**src/rtl/cpu_ctrl_pkg.sv**
```systemverilog
// Shared control types for the cpu3 pipeline sequencer.
// Holds FSM states, scoreboard entry layout and the ID/EX NOP bundle.
package cpu_ctrl_pkg;

    localparam int REG_BITS = 5;

    typedef enum logic [1:0] {
        RUN,
        DRAIN,
        HALTED
    } state_t;

    typedef struct packed {
        logic                valid;
        logic [REG_BITS-1:0] waddr;
    } sb_entry_t;

    typedef struct packed {
        logic rw_;
        logic mem_rw_;
        logic halt;
    } ctrl_t;

    // pipe_id_ex loads this when idex_bubble is set
    localparam ctrl_t CTRL_NOP = '{rw_: 1'b1, mem_rw_: 1'b1, halt: 1'b0};

endpackage

```
**src/rtl/pipe_hazard_ctrl_hazard_scoreboard.sv**
```systemverilog
// Shadow scoreboard of in-flight register writers (EX, MEM, WB).
// Flags RAW hazards for the decode stage sources.
module hazard_scoreboard
    import cpu_ctrl_pkg::*;
#(
    parameter int REG_ADDR_BITS = REG_BITS,
    parameter int DEPTH         = 3
) (
    input  logic                     clk,
    input  logic                     rst_,
    input  logic                     push,
    input  logic [REG_ADDR_BITS-1:0] push_addr,
    input  logic                     chk_valid,
    input  logic                     use_r1,
    input  logic                     use_r2,
    input  logic [REG_ADDR_BITS-1:0] r1_addr,
    input  logic [REG_ADDR_BITS-1:0] r2_addr,
    output logic                     hazard,
    output logic                     pipe_empty
);

    logic [DEPTH-1:0]         valid;
    logic [REG_ADDR_BITS-1:0] waddr [DEPTH];
    logic                     hit1;
    logic                     hit2;

    // r0 is hardwired, so writes to it never block a reader
    always_ff @(posedge clk or negedge rst_) begin
        if (!rst_) begin
            valid <= '0;
            for (int i = 0; i < DEPTH; i++) begin
                waddr[i] <= '0;
            end
        end else begin
            valid[0] <= push & (|push_addr);
            waddr[0] <= push_addr;
            for (int i = 1; i < DEPTH; i++) begin
                valid[i] <= valid[i-1];
                waddr[i] <= waddr[i-1];
            end
        end
    end

    always_comb begin
        hit1 = 1'b0;
        hit2 = 1'b0;
        for (int i = 0; i < DEPTH; i++) begin
            hit1 = hit1 | (valid[i] & (waddr[i] == r1_addr));
            hit2 = hit2 | (valid[i] & (waddr[i] == r2_addr));
        end
    end

    assign hazard = chk_valid
                  & ((use_r1 & (|r1_addr) & hit1)
                  |  (use_r2 & (|r2_addr) & hit2));

    assign pipe_empty = ~|valid;

endmodule

```
**src/rtl/pipe_hazard_ctrl.sv**
```systemverilog
// Central sequencer for the 5-stage cpu3 pipeline: stalls, squash,
// halt/exception drain and a saturating stall counter.
module pipe_hazard_ctrl
    import cpu_ctrl_pkg::*;
#(
    parameter int REG_ADDR_BITS = REG_BITS,
    parameter int DEPTH         = 3,
    parameter int CNT_BITS      = 16
) (
    input  logic                     clk,
    input  logic                     rst_,
    input  logic [REG_ADDR_BITS-1:0] id_r1_addr,
    input  logic [REG_ADDR_BITS-1:0] id_r2_addr,
    input  logic                     id_use_r1,
    input  logic                     id_use_r2,
    input  logic                     id_rw_,
    input  logic [REG_ADDR_BITS-1:0] id_waddr,
    input  logic                     id_jmp,
    input  logic                     id_jreg,
    input  logic                     id_breq,
    input  logic                     id_brne,
    input  logic                     id_equal,
    input  logic                     id_not_equal,
    input  logic                     id_halt,
    input  logic                     id_exception,
    output logic                     pc_load,
    output logic                     ir_load,
    output logic                     idex_bubble,
    output logic                     if_squash,
    output logic                     halt,
    output logic                     exception,
    output logic                     pipe_empty,
    output logic [CNT_BITS-1:0]      stall_count
);

    state_t state;
    logic   id_valid;
    logic   hazard;
    logic   run;
    logic   stall;
    logic   taken;
    logic   stop;
    logic   push;

    assign run   = (state == RUN);
    assign stall = run & hazard;
    assign stop  = id_valid & (id_halt | id_exception);
    assign taken = id_valid
                 & (id_jmp | id_jreg
                 | (id_breq & id_equal)
                 | (id_brne & id_not_equal));
    assign push  = run & id_valid & ~id_rw_ & ~stall & ~stop;

    hazard_scoreboard #(
        .REG_ADDR_BITS (REG_ADDR_BITS),
        .DEPTH         (DEPTH)
    ) u_sb (
        .clk        (clk),
        .rst_       (rst_),
        .push       (push),
        .push_addr  (id_waddr),
        .chk_valid  (id_valid),
        .use_r1     (id_use_r1),
        .use_r2     (id_use_r2),
        .r1_addr    (id_r1_addr),
        .r2_addr    (id_r2_addr),
        .hazard     (hazard),
        .pipe_empty (pipe_empty)
    );

    // A halt/exception in ID freezes fetch and leaves as a bubble
    always_comb begin
        pc_load     = run & ~stall & ~stop;
        ir_load     = run & ~stall & ~stop;
        idex_bubble = ~run | ~id_valid | stall | stop;
        if_squash   = ~run | (taken & ~stall & ~stop);
    end

    always_ff @(posedge clk or negedge rst_) begin
        if (!rst_) begin
            state       <= RUN;
            id_valid    <= 1'b0;
            halt        <= 1'b0;
            exception   <= 1'b0;
            stall_count <= '0;
        end else begin
            unique case (state)
                RUN: begin
                    if (stall) begin
                        if (stall_count != '1) begin
                            stall_count <= stall_count + CNT_BITS'(1);
                        end
                    end else if (stop) begin
                        state     <= DRAIN;
                        exception <= id_exception;
                        id_valid  <= 1'b0;
                    end else begin
                        id_valid <= ~if_squash;
                    end
                end
                DRAIN: begin
                    id_valid <= 1'b0;
                    if (pipe_empty) begin
                        state <= HALTED;
                        halt  <= 1'b1;
                    end
                end
                HALTED: begin
                    id_valid <= 1'b0;
                end
                default: begin
                    state <= RUN;
                end
            endcase
        end
    end

endmodule

```
**config.mk**
```make
export PLATFORM = sky130hd
export DESIGN_NAME = pipe_hazard_ctrl
export DESIGN_NICKNAME = d
export VERILOG_FILES = /design/src/rtl/cpu_ctrl_pkg.sv /design/src/rtl/pipe_hazard_ctrl_hazard_scoreboard.sv /design/src/rtl/pipe_hazard_ctrl.sv
export SDC_FILE = /design/constraint.sdc
export NUM_CORES = 1
export LEC_CHECK = 0
export ABC_AREA = 1
export BUFFER_PORTS_ARGS = -buffer_cell sky130_fd_sc_hd__buf_2
export CAP_MARGIN = 20
export CORE_ASPECT_RATIO = 0.5
export CORE_MARGIN = 2
export CORE_UTILIZATION = 58
export CTS_CLUSTER_SIZE = 20
export DETAILED_ROUTE_END_ITERATION = 12
export GPL_ROUTABILITY_DRIVEN = 0
export PLACE_DENSITY = 0.84
export SETUP_SLACK_MARGIN = 0.05
export SYNTH_ARGS = -nofsm -noshare
export SYNTH_HDL_FRONTEND = slang
export SYNTH_SLANG_ARGS = --single-unit
export TNS_END_PERCENT = 20
```
**constraint.sdc**
```tcl
create_clock -name clk -period 2.5 [get_ports clk]
set_clock_uncertainty 0.2 [all_clocks]
set_input_delay 0.125 -clock clk [delete_from_list [all_inputs] [get_ports clk]]
set_output_delay 0.125 -clock clk [all_outputs]
set_load 0.03 [all_outputs]
```
==> results_dict.tcl <==
set metrics [dict create \
    status "completed" \
    ctsLongestPathBuffers 2 \
    hold_viol 0 \
    path_max_fanout 4 \
    cts_sinks 39 \
    irDropWorstVdd_v 0.000386 \
    grt_antenna_before_repair 0 \
    ys_seq_area_frac 0.417 \
    syn_inst 334 \
    io-pin-count 51 \
    multi_input_area_sq_um 1150 \
    grt_max_degree 40 \
    start_util 0.602 \
    worstSkewPairLatency_ps 290 \
    finalMaxSlewViolations 0 \
    crit_path_cell_trace "inv_1, nand2_1, o21ai_0, nor2_1, nand3_1, nand3_1, nand2_1, nand2_2, nand2_1, nand3_1, nor3_1, dlygate4sd3_1" \
    ys_warn_count 0 \
    slew_headroom 0.419 \
    synth_area_leader_cell "dfrtp_1" \
    synth_seq_cells 39 \
    maxCapViolCount 0 \
    htree_num_levels 2 \
    clk_pin_slew_ps 80 \
    post-route-drc-count 0 \
    dieArea_sq_um 4590 \
    syn_nets 367 \
    cellLeakagePower_nw 1.55 \
    finalCritPeriodShare 0.892 \
    nFillCells 329 \
    vias_per_cell 5.06 \
    core-area_sq_um 3880 \
    drtIter0Drc 129 \
    finalInstanceArea_sq_um 2810 \
    fin_setup_tns_ps 0 \
    syn2layout_area_growth_pct 19.9 \
    drt-total-wl_um 5650 \
    crit_family "simple AND/OR/NAND/NOR gates" \
    place_hpwl_um 4330 \
    globalRouteOverflowTotal 0 \
    p_per_area_nw_per_um2 570 \
    cts_resized 0 \
    placed_cell_area_sq_um 2620 \
    syn_avg_cell_area_sq_um 7.01 \
    first_pass_iters 4 \
    grt.total_usage 0.260 \
    cts_buffers 5 \
    diodes 0 \
    crit_arrival_ps 2210 \
    path_class "flop to flop" \
    fin_crit_ps 2230 \
    critical_path.endpoint_type "flop" \
    cts_tree "built" \
    numPortBuffers 50 \
    hp-class "primary input to flop" \
    drive_gt1_frac 0.186 \
    synth_area_leaders "dfrtp_1 (42%), nand2_1 (22%), inv_1 (5.8%)" \
    root_buffer "clkbuf_8" \
    grt_pass1_wl_um 9440 \
    worst_pin_slew_ps 871 \
    cts_setup_buffers 0 \
    cp_slowest_stage_delay_ps 560 \
    synth_top_area_frac 0.417 \
    cpMaxStageDelayCell "dlygate4sd3_1" \
    wire_per_inst_um 12.5 \
    vias 2284 \
    critPathRequiredTime_ps 2480 \
    rows 16 \
    max_freq_mhz 448 \
    first_global_vias 2181 \
    dieHeight_um 48.9 \
    setup_viol 0 \
    synth_cell_type_count 27 \
    seq_area_sq_um 976 \
    holdWs_ps 95.2 \
    nets 429 \
    cp-start-kind "flop" \
    synth_area_sq_um 2340 \
    rsz0062_at_grt "no" \
    die_x_um 93.8 \
    worst-path-buf-inv 2 \
    antenna_left 0 \
]
-- cells in the final DEF (no fill, tap or decap), drive strengths merged --
| cell type | count |
|---|---|
| nand2 | 140 |
| buf | 50 |
| inv | 48 |
| dfrtp | 39 |
| nor2 | 31 |
| nand3 | 16 |
| o21ai | 15 |
| xor2 | 10 |
| dlygate4sd3 | 9 |
| nor3 | 8 |
| ha | 5 |
| clkbuf | 5 |
| nand4 | 5 |
| xnor2 | 4 |
| nor3b | 3 |
| clkinvlp | 2 |
| nor4 | 2 |
| a21oi | 1 |
| or2 | 1 |
| a221oi | 1 |
| a211oi | 1 |
| a21o | 1 |
-- Yosys cell counts (all sizes together) --
cell type / instances
nor2: 31
nand4: 5
nor3: 8
inv: 47
xor2: 10
a21oi: 1
buf: 4
or2: 1
ha: 5
a211oi: 1
a21o: 1
dfrtp: 39
nor4: 2
xnor2: 4
a221oi: 1
o21ai: 15
nand3: 16
nor3b: 3
nand2: 140
-- sequential cells by signal, indices dropped and copies added (netlist names) --
register	flops
stall_count	16
u_sb.valid	3
exception	1
u_sb.waddr	15
state	2
id_valid	1
halt	1
-- worst paths after layout --
kind,startpoint,end,slack (ps),depth (start not counted)
hold / removal,id_not_equal,id_valid$_DFFE_PN0P_,100,6
hold reg to reg,u_sb.waddr[13]$_DFF_PN0_,u_sb.waddr[8]$_DFF_PN0_,220,0
max in group asynchronous,rst_,u_sb.waddr[5]$_DFF_PN0_,1260,2
setup / recovery,u_sb.waddr[11]$_DFF_PN0_,u_sb.valid[0]$_DFF_PN0_,270,12
setup reg to reg,u_sb.waddr[11]$_DFF_PN0_,u_sb.valid[0]$_DFF_PN0_,270,12
min in group asynchronous,rst_,stall_count[0]$_DFFE_PN0P_,290,2
-- through the flow --
| stage | setup WS [ps] | std cells | utilization | total power [mW] |
|---|---|---|---|---|
| after floorplan | 400 | 334 | - | 1.03 |
| after global placement | 493 | 434 | 0.675 | 1.14 |
| after detailed placement | 375 | 434 | 0.675 | 1.15 |
| after CTS | 306 | 451 | 0.722 | 1.60 |
| after global routing | 68.8 | 451 | 0.722 | 1.70 |
| final | 269 | 451 | 0.722 | 1.60 |
-- timing repair --
item | 4_1_cts | 5_1_grt
hold endpoints to repair | 46 | 0
setup endpoints to repair | 0 | 0
hold buffers | 9 | 0
-- logic make-up after synthesis --
| family | share of synthesized area |
|---|---|
| flops | 0.417 |
| fa+ha+maj | 0.0267 |
| xor+xnor | 0.0524 |
| buf+inv | 0.0904 |
| simple gates | 0.369 |
| compound gates | 0.0444 |
-- where the power goes --
part | internal, mW | switching (mW)
sequential | 0.672 | 0.0391
clock | 0.200 | 0.241
combinational | 0.146 | 0.301
-- metal layers --
metal  wire (um)  GRT usage  share of wire  vias to the layer above
met5           0          0              0                        -
li1            -          -              -                     1145
met2        2920      0.460           0.52                       87
met4          51     0.0580         0.0090                        0
met1        2290      0.336           0.41                     1043
met3         384     0.0464          0.068                        9
-- worst register-to-register path, cell delays in order, from the launching register on --
cell           delay (ps)
dfrtp_1               400
inv_1                  70
nand2_1                70
o21ai_0                80
nor2_1                110
nand3_1               100
nand3_1                90
nand2_1                80
nand2_2               120
nand2_1                90
nand3_1               110
nor3_1                 50
dlygate4sd3_1         560
-- area by class of cell --
| type | instances | area share |
|---|---|---|
| multi-input combinational | 244 | 0.411 |
| sequential | 39 | 0.348 |
| timing repair buffer | 59 | 0.121 |
| inverter | 47 | 0.0629 |
| clock buffer | 5 | 0.0245 |
| tap | 54 | 0.0241 |
| clock inverter | 3 | 0.00847 |
(Power assumes the default switching activity.)
